[src/rtl/calc_pkg.sv]
// Shared types and constants for the calculator digit-entry keypad front end.
// Optional macro CALC_BKSP_EN adds the backspace button to the debounced vector.
// Button indices below match the bit order of the debounced press vector.
package calc_pkg;

   localparam int VAL_W     = 14;
   localparam int MAX_VALUE = 9999;

   // Bit positions within the raw / debounced button vector
   localparam int DIG0 = 0;
   localparam int DIG9 = 9;
   localparam int CLR  = 10;
   localparam int ENT  = 11;
   localparam int BKSP = 12;

`ifdef CALC_BKSP_EN
   localparam int BTN_W = 13;
`else
   localparam int BTN_W = 12;
`endif

   typedef enum logic [1:0] {
      EMPTY = 2'd0,
      ENTRY = 2'd1,
      HOLD  = 2'd2
   } entry_state_t;

   // value*10 + d using shifts; 999*10+9 = 9999 fits in VAL_W bits
   function automatic logic [VAL_W-1:0] times10_add(input logic [VAL_W-1:0] v,
                                                    input logic [3:0]       d);
      return (v << 3) + (v << 1) + {{(VAL_W-4){1'b0}}, d};
   endfunction

endpackage

[src/rtl/calc_debounce.sv]
// Debouncer: 2-flop synchronizer, one shared stability counter, 1-cycle press pulses.
// Latency: 2 sync cycles + DEBOUNCE_CYCLES stable cycles, then press pulse for one cycle.
// No backpressure; releases produce no pulse.
module calc_debounce #(
   parameter int W               = 12,
   parameter int DEBOUNCE_CYCLES = 10_000
) (
   input  logic         clk,
   input  logic         rst_n,
   input  logic [W-1:0] i_raw,
   output logic [W-1:0] o_press
);

   localparam int CNT_W = (DEBOUNCE_CYCLES > 1) ? $clog2(DEBOUNCE_CYCLES) : 1;
   localparam logic [CNT_W-1:0] CNT_LAST = CNT_W'(DEBOUNCE_CYCLES - 1);

   logic [W-1:0]     r_sync1;
   logic [W-1:0]     r_sync2;
   logic [W-1:0]     r_stable;
   logic [W-1:0]     r_stable_q;
   logic [CNT_W-1:0] r_cnt;

   // Bring the asynchronous buttons into the clk domain
   always_ff @(posedge clk or negedge rst_n) begin
      if (!rst_n) begin
         r_sync1 <= '0;
         r_sync2 <= '0;
      end else begin
         r_sync1 <= i_raw;
         r_sync2 <= r_sync1;
      end
   end

   // Accept a new vector only after it has differed from the stable one long enough
   always_ff @(posedge clk or negedge rst_n) begin
      if (!rst_n) begin
         r_stable <= '0;
         r_cnt    <= '0;
      end else if (r_sync2 != r_stable) begin
         if (r_cnt == CNT_LAST) begin
            r_stable <= r_sync2;
            r_cnt    <= '0;
         end else begin
            r_cnt <= r_cnt + 1'b1;
         end
      end else begin
         r_cnt <= '0;
      end
   end

   // Delayed copy for rising-edge detection
   always_ff @(posedge clk or negedge rst_n) begin
      if (!rst_n) r_stable_q <= '0;
      else        r_stable_q <= r_stable;
   end

   assign o_press = r_stable & ~r_stable_q;

endmodule

[src/rtl/calc_digit_entry.sv]
// Keypad digit entry: debounced buttons build a 0..9999 operand; enter strobes it out.
// Latency: outputs update on the clock edge after the debounced press pulse.
// No backpressure; entry_valid is a one-cycle strobe. Optional macro: CALC_BKSP_EN.
module calc_digit_entry
   import calc_pkg::*;
#(
   parameter int DEBOUNCE_CYCLES = 10_000,
   parameter int MAX_DIGITS      = 4
) (
   input  logic             clk,
   input  logic             rst_n,
   input  logic [9:0]       btn_digit,
   input  logic             btn_clr,
   input  logic             btn_enter,
   input  logic             btn_bksp,
   output logic [VAL_W-1:0] value,
   output logic [2:0]       digit_cnt,
   output logic             full,
   output logic             entry_valid,
   output logic [VAL_W-1:0] entry_value
);

   logic [BTN_W-1:0] w_raw;
   logic [BTN_W-1:0] w_press;

`ifdef CALC_BKSP_EN
   assign w_raw = {btn_bksp, btn_enter, btn_clr, btn_digit};
`else
   logic w_unused_bksp;
   assign w_unused_bksp = btn_bksp;
   assign w_raw = {btn_enter, btn_clr, btn_digit};
`endif

   calc_debounce #(
      .W               (BTN_W),
      .DEBOUNCE_CYCLES (DEBOUNCE_CYCLES)
   ) u_debounce (
      .clk     (clk),
      .rst_n   (rst_n),
      .i_raw   (w_raw),
      .o_press (w_press)
   );

   entry_state_t     r_state, w_state_nxt;
   logic [VAL_W-1:0] r_value, w_value_nxt;
   logic [2:0]       r_cnt, w_cnt_nxt;
   logic             r_ev, w_ev_nxt;
   logic [VAL_W-1:0] r_ev_value, w_ev_value_nxt;
   logic [9:0]       w_dig;
   logic             w_dig_one;
   logic [3:0]       w_dig_val;

   // Decode digit presses; more than one digit in a cycle is treated as no digit
   always_comb begin
      w_dig     = w_press[DIG9:DIG0];
      w_dig_one = (w_dig != 10'd0) && ((w_dig & (w_dig - 10'd1)) == 10'd0);
      w_dig_val = 4'd0;
      for (int i = 0; i < 10; i++) begin
         if (w_dig[i]) w_dig_val = 4'(i);
      end
   end

   // State and operand registers
   always_ff @(posedge clk or negedge rst_n) begin
      if (!rst_n) begin
         r_state    <= EMPTY;
         r_value    <= '0;
         r_cnt      <= '0;
         r_ev       <= 1'b0;
         r_ev_value <= '0;
      end else begin
         r_state    <= w_state_nxt;
         r_value    <= w_value_nxt;
         r_cnt      <= w_cnt_nxt;
         r_ev       <= w_ev_nxt;
         r_ev_value <= w_ev_value_nxt;
      end
   end

   // Next state: clr beats enter beats backspace beats digit
   always_comb begin
      w_state_nxt    = r_state;
      w_value_nxt    = r_value;
      w_cnt_nxt      = r_cnt;
      w_ev_nxt       = 1'b0;
      w_ev_value_nxt = r_ev_value;
      if (w_press[CLR]) begin
         w_state_nxt = EMPTY;
         w_value_nxt = '0;
         w_cnt_nxt   = '0;
      end else if (w_press[ENT]) begin
         w_ev_nxt = 1'b1;
         // In HOLD the latched operand is simply re-strobed
         if (r_state != HOLD) w_ev_value_nxt = r_value;
         if (r_state == ENTRY) w_state_nxt = HOLD;
`ifdef CALC_BKSP_EN
      end else if (w_press[BKSP]) begin
         if (r_state == ENTRY) begin
            w_value_nxt = r_value / VAL_W'(10);
            w_cnt_nxt   = r_cnt - 3'd1;
            if (r_cnt == 3'd1) w_state_nxt = EMPTY;
         end
`endif
      end else if (w_dig_one) begin
         if (r_state == ENTRY) begin
            if (r_cnt < 3'(MAX_DIGITS)) begin
               w_value_nxt = times10_add(r_value, w_dig_val);
               w_cnt_nxt   = r_cnt + 3'd1;
            end
         end else if (w_dig_val == 4'd0) begin
            // Leading zero: operand stays empty
            w_state_nxt = EMPTY;
            w_value_nxt = '0;
            w_cnt_nxt   = '0;
         end else begin
            w_state_nxt = ENTRY;
            w_value_nxt = {{(VAL_W-4){1'b0}}, w_dig_val};
            w_cnt_nxt   = 3'd1;
         end
      end
   end

   assign value       = r_value;
   assign digit_cnt   = r_cnt;
   assign full        = (r_cnt == 3'(MAX_DIGITS));
   assign entry_valid = r_ev;
   assign entry_value = r_ev_value;

endmodule

[config.mk]
export PLATFORM = sky130hd
export DESIGN_NAME = calc_digit_entry
export DESIGN_NICKNAME = d
export VERILOG_FILES = /design/src/rtl/calc_pkg.sv /design/src/rtl/calc_debounce.sv /design/src/rtl/calc_digit_entry.sv
export SDC_FILE = /design/constraint.sdc
export NUM_CORES = 1
export LEC_CHECK = 0
export ABC_AREA = 1
export CAP_MARGIN = 20
export CELL_PAD_IN_SITES_DETAIL_PLACEMENT = 1
export CELL_PAD_IN_SITES_GLOBAL_PLACEMENT = 1
export CORE_MARGIN = 2
export CORE_UTILIZATION = 40
export DETAILED_ROUTE_END_ITERATION = 8
export PLACE_DENSITY_LB_ADDON = 0.1
export SLEW_MARGIN = 30
export SYNTH_ARGS = -nofsm -noshare
export SYNTH_HDL_FRONTEND = slang
export SYNTH_SLANG_ARGS = --single-unit
[constraint.sdc]
create_clock -name clk -period 2.5 [get_ports clk]
set_input_delay 0.25 -clock clk [delete_from_list [all_inputs] [get_ports clk]]
set_output_delay 0.25 -clock clk [all_outputs]
set_load 0.01 [all_outputs]
* Word level (Yosys, flattened, before mapping) *
Cells that the tools add are included.

word-level totals
  output and inout port bits = 33
  logic and storage cells = 70
  bits of input ports = 15
  bits in registers = 96

cells by class
  bitwise operators = 4
  equality and inequality tests = 9
  multiplexer cells = 31
  add/subtract/negate cells = 5
  $lt $le $gt $ge = 1
  reductions and logical operators = 10

operators with widths
  kind                                                count
  2-to-1 mux 14 bit                                   7
  2-to-1 mux 4 bit                                    6
  2-to-1 mux 3 bit                                    6
  adder 14 x 1 -> 14 bit, second input constant       1
  adder 14 bit                                        1
  adder 14 x 4 -> 14 bit                              1
  == test 14 bit, second input constant               1
  2-to-1 mux 2 bit                                    7
  bitwise AND 12 bit                                  1
  != test 12 bit                                      1
  NOT 12 bit                                          1
  bitwise AND 10 bit                                  1
  logical NOT 10 bit                                  1
  nonzero test 10 bit                                 1
  subtractor 10 x 1 -> 10 bit, second input constant  1
  AND reduction 3 bit                                 3
  != test 3 x 1 -> 1 bit, second input constant       2
  2-to-1 mux 1 bit                                    5
  logical NOT 4 bit                                   1
  != test 2 bit, second input constant                2
  adder 3 x 1 -> 3 bit, second input constant         1
  == test 3 bit, second input constant                1
  < comparator 3 bit, second input constant           1
  != test 3 bit, second input constant                1
  6 further kinds                                     6

* Longest topological paths before layout *
  word-level depth = 17
  depth in mapped cells = 17

* Cells and area by module *
Synthesis repeated with hierarchy kept, for this count alone.

second synthesis, totals
  cells, all modules = 630
  area, all modules = 5108.6 sq um

by module, submodules not included
  module            seq. area each (sq um)  area an instance (sq um)  instances  cells an instance
  calc_digit_entry  850.8                   2582.5                    1          358
  calc_debounce     1551.5                  2526.2                    1          272

* Worst setup path before layout *
Ideal clock, no wire load.

  kind = flip-flop to flip-flop
  start = register u_debounce.r_stable[4]
  end = register r_value[10], in the netlist value[10]
  data arrival time = 2.436 ns
  buffers on the path = 0
  library setup time = 0.117 ns
  setup slack = -0.053 ns
  cell stages (with the launch flop) = 15
  clock period less this slack = 2.553 ns
  path through = dfrtp_1 > nand2_4 > nand2_4 > nor2_4 > nor2_1 > ha_1 > ha_1 > inv_1 > fa_1 > o31ai_1 > nand4_1 > nand2_1 > a21oi_1 > nand3_2 > nand2_1

between the ends
  word-level cells in the longest chain between the ends = 13
  elaborated cells on any way between the ends = 20
  classes of those cells = 2 x add/sub; 11 x mux; 2 x bitwise; 5 x reduce/logical

RTL lines
  item                            RTL line                 RTL
  start, declared                 calc_debounce.sv:19      logic [W-1:0] r_stable;
  start signal, assigned          calc_debounce.sv:41      r_stable <= r_sync2;
  bitwise AND 12 bit *            calc_debounce.sv:57      assign o_press = r_stable & ~r_stable_q;
  2-to-1 mux 3 bit                calc_digit_entry.sv:59   if (w_dig[i]) w_dig_val = 4'(i);
  2-to-1 mux 4 bit (5 in series)  calc_digit_entry.sv:59
  adder 14 x 4 -> 14 bit          calc_pkg.sv:31           return (v << 3) + (v << 1) + {{(VAL_W-4){1'b0}}, d};
  2-to-1 mux 14 bit               calc_digit_entry.sv:106  if (r_cnt < 3'(MAX_DIGITS)) begin
  2-to-1 mux 14 bit               calc_digit_entry.sv:105  if (r_state == ENTRY) begin
  2-to-1 mux 14 bit               calc_digit_entry.sv:104  end else if (w_dig_one) begin
  2-to-1 mux 14 bit               calc_digit_entry.sv:91   end else if (w_press[ENT]) begin
  2-to-1 mux 14 bit               calc_digit_entry.sv:87   if (w_press[CLR]) begin
  end signal, assigned            calc_digit_entry.sv:73   r_value <= w_value_nxt;
  end, declared                   calc_digit_entry.sv:45   logic [VAL_W-1:0] r_value, w_value_nxt;

Mark *: on every way between the ends. The rest lies on a longest branch, timed or not. The select of a mux whose other input is x is not followed.
A chain may end at the register's enable or synchronous reset.

* Worst setup path after layout *
  start = register u_debounce.r_stable[8]
  end = register r_value[12], in the netlist value[12]

between the ends
  word-level cells in the longest chain between the ends = 9
  elaborated cells on any way between the ends = 16
  classes of those cells = 2 x add/sub; 7 x mux; 2 x bitwise; 5 x reduce/logical

RTL lines
  item                            RTL line
  bitwise AND 12 bit *            calc_debounce.sv:57
  2-to-1 mux 4 bit (2 in series)  calc_digit_entry.sv:59
  adder 14 x 4 -> 14 bit          calc_pkg.sv:31
  2-to-1 mux 14 bit               calc_digit_entry.sv:106
  2-to-1 mux 14 bit               calc_digit_entry.sv:105
  2-to-1 mux 14 bit               calc_digit_entry.sv:104
  2-to-1 mux 14 bit               calc_digit_entry.sv:91
  2-to-1 mux 14 bit               calc_digit_entry.sv:87

Marks and branches as above.

==> metrics.md <==
| Metric | Value |
|---|---|
| Classification of the worst setup path | flop to flop |
| Class of the worst hold path | primary input to flop |
| Transition time at the pin with the least slew margin | 0.697 ns |
| Syn Std Cell Area | 0.00500 mm² |
| Most frequent standard cell in the layout excluding fill and tap cells | nand2_1 |
| Post-Route Skew | 0.00700 ns |
| Post-placement cell area | 0.00578 mm² |
| Vias in the first global route | 3987 |
| Net count reported at finish | 649 |
| Number of I/O pins | 48 |
| Post-synthesis cell count | 528 |
| Yosys warnings | 0 |
| Kind of end point of the critical path | flop |
| Pwr Density | 522 mW/mm² |
| Slew HR | 53.5% |
| Mapped Avg Cell Area | 9.47 µm² |
| Fraction of the yosys area taken by sequential cells | 48.1% |
| Maximum level of the CTS H-tree | 3 |
| Count of flip-flops with a built-in enable after synthesis | 0 |
| Die width | 116 µm |
| Fin crit period | 2.44 ns |
| Area delta synth->final | 24.2% |
| Final-report setup violation count | 0 |
| Pin count of the biggest net entering global routing | 54 |
| Number of antenna repair diodes | 0 |
| Initial core utilization | 41.3% |
| Routed length per placed instance | 13.9 µm |
| DRT Wirelength | 10800 µm |
| TritonCTS buffer count | 9 |
| Utilization after layout | 51.2% |
| Maximum resistive drop on vdd | 0.334 mV |
| Clock latency on the worst-skew pair | 0.35 ns |
| Via count normalized by instance count | 4.86 |
| CP Data Arrival Time | 2.68 ns |
| Standby leakage power | 3.09 nW |
| Period utilisation layout | 97.8% |
| Residual overflow from global routing | 0 |
| Clk Tree Root Cell | clkbuf_16 |
| Fillers | 1421 |
| Final design area excluding fillers | 0.00621 mm² |
| Floorplan die area | 0.0134 mm² |
| Status | finished clean |
| Final routed DRC violation total | 0 |
| Clock transition at the register clock pins on the worst setup and hold paths after CTS | 0.07 ns |
| Estimated wirelength of the detail-placed design | 8010 µm |
| Largest fanout on the critical path | 5 |
| Placement row count | 40 |
| TritonCTS clock tree | built |
| Maximum buffer depth of the clock tree | 2 |
| Fraction of layout cells with a size suffix above 1 | 20.8% |
| Number of antenna violations at the first check in global routing | 0 |
| Critical path startpoint category | flop |
| Overall fraction of global-route tracks in use | 17.8% |
| Synthesized flop and latch total | 96 |
| Die Span Y | 116 µm |
| Most used cells in the layout excluding fill and tap cells | 99 x nand2_1, 96 x dfrtp_1, 54 x inv_1 |
| Detailed-route via count | 3787 |
| # clock sinks | 96 |
| Final weighted congestion of routability-driven global placement | 0.913 |
| Data required time of the worst path | 2.74 ns |
| Global-route wire length before repair | 18800 µm |
| Initial detailed-routing violation count | 81 |
| Final Max Tran Viols | 0 |
| RSZ-0062 raised after global routing | yes |
| Pre-Repair DR Iteration Count | 4 |
| Number of distinct standard cells referenced by the synthesized netlist | 50 |
| Primary FF master, synth | dfrtp_1 |
| Setup TNS after final layout | 0 ns |
| Standard cell core area | 0.0121 mm² |
| Number of max-cap violations | 0 |
| Net count of the mapped netlist | 570 |
| Peak Freq | 409 MHz |
| Share of flip-flops with an asynchronous set or reset after synthesis | 100% |
| Hold Violations, Final | 0 |
| Port-buffer cells | 46 |
| Antenna viol nets, final | 0 |
-- cell usage after synthesis (3+ instances only) --
cell type,n,area share [%]
a21o_1,3,0.45
a21oi_1,14,1.4
a31oi_1,5,0.63
buf_2,3,0.30
clkbuf_1,3,0.23
dfrtp_1,96,48
ha_1,25,6.3
inv_1,55,4.1
inv_2,6,0.45
mux2_2,3,0.68
nand2_1,102,7.7
nand2_2,17,2.1
nand2_4,7,1.6
nand3_1,39,3.9
nand3_2,6,1.2
nand4_1,7,0.88
nor2_1,36,2.7
nor2_4,5,1.1
nor3_1,6,0.60
nor3b_1,4,0.60
o21ai_0,14,1.4
o21ai_1,4,0.40
o21ai_2,9,1.6
o31ai_1,3,0.45
xnor2_1,8,1.4
xor2_1,18,3.2
-- path summary, 6_finish.rpt --
check | startpoint | end | slack, ns | depth (start not counted)
setup / recovery | u_debounce.r_stable[8]$_DFFE_PN0P_ | value[12]$_DFFE_PN0P_ | 0.06 | 11
hold / removal | btn_digit[4] | u_debounce.r_sync1[4]$_DFF_PN0_ | 0.33 | 1
setup reg to reg | u_debounce.r_stable[8]$_DFFE_PN0P_ | value[12]$_DFFE_PN0P_ | 0.06 | 11
hold reg to reg | u_debounce.r_sync1[1]$_DFF_PN0_ | u_debounce.r_sync2[1]$_DFF_PN0_ | 0.35 | 0
max in group asynchronous | rst_n | value[13]$_DFFE_PN0P_ | 1.34 | 3
min in group asynchronous | rst_n | u_debounce.r_sync1[6]$_DFF_PN0_ | 0.49 | 2
-- stage by stage --
stage	hold slack [ns]	total power, mW	setup slack (ns)	instances
after floorplan	-0.0456	1.79	0.0586	528
after global placement	0.331	1.86	0.0364	755
after detailed placement	0.336	1.88	-0.0272	755
after CTS	0.327	3.30	0.0248	772
after global routing	0.332	3.38	-0.0750	779
final	0.334	3.24	0.0562	779
-- kinds of logic (layout without fill, tap and decap cells) --
logic type | Yosys count | count (layout) | synth area share [%]
DFF | 96 | 96 | 48.1
adders and majority gates | 27 | 27 | 7.06
and+or+nand+nor | 245 | 245 | 25.8
AOI/OAI and AO/OA | 57 | 57 | 7.13
xor gates and xnor gates | 26 | 26 | 4.56
buffers and inverters | 72 | 155 | 6.26
muxes | 5 | 5 | 1.13
-- state kept, by name (all words and copies together) (netlist names), 2 cells and up --
register	count
entry_value	14
u_debounce.r_cnt	14
value	14
u_debounce.r_stable	12
u_debounce.r_stable_q	12
u_debounce.r_sync1	12
u_debounce.r_sync2	12
digit_cnt	3
r_state	2
-- metal layers --
layer  GRT usage (%)  part of all wire (%)
met1            21.5                    45
met2            31.7                    51
met3            2.72                   2.1
met4            7.30                   2.0
met5               0                     0
-- cell type report --
| class | instances | area [µm²] | area share, % |
|---|---|---|---|
| clock buffer | 9 | 225 | 3.63 |
| clock inverter | 6 | 66.3 | 1.07 |
| sequential | 96 | 2400 | 38.7 |
| timing repair buffer | 78 | 713 | 11.5 |
| multi-input combinational | 360 | 2360 | 38.0 |
| tap | 168 | 210 | 3.39 |
| inverter | 62 | 233 | 3.75 |
-- report_power, final --
part / switching (mW) / internal, mW / total (mW)
Clock: 0.611 / 0.778 / 1.39
Combinational: 0.0788 / 0.0722 / 0.151
Sequential: 0.0814 / 1.62 / 1.70
-- worst max-delay path, cell delays in order, from the launching register on --
cell,delay [ns]
dfrtp_1,0.40
nand2_2,0.09
nand2_4,0.08
fa_1,0.49
ha_4,0.19
a21oi_2,0.21
o21ai_0,0.18
a21oi_2,0.19
o21ai_1,0.09
or2_2,0.29
nand3_2,0.07
nand2_1,0.05
-- timing repair --
item / in CTS / in global routing
endpoints found under the setup margin: 2 / 6
buffers inserted: 1 / 7
pin swaps: 1 / 11
gates resized for setup: 2 / 14
hold endpoints to repair: 52 / 0
hold buffers: 1 / 0
Note: power is estimated with default switching activity, not from simulation.
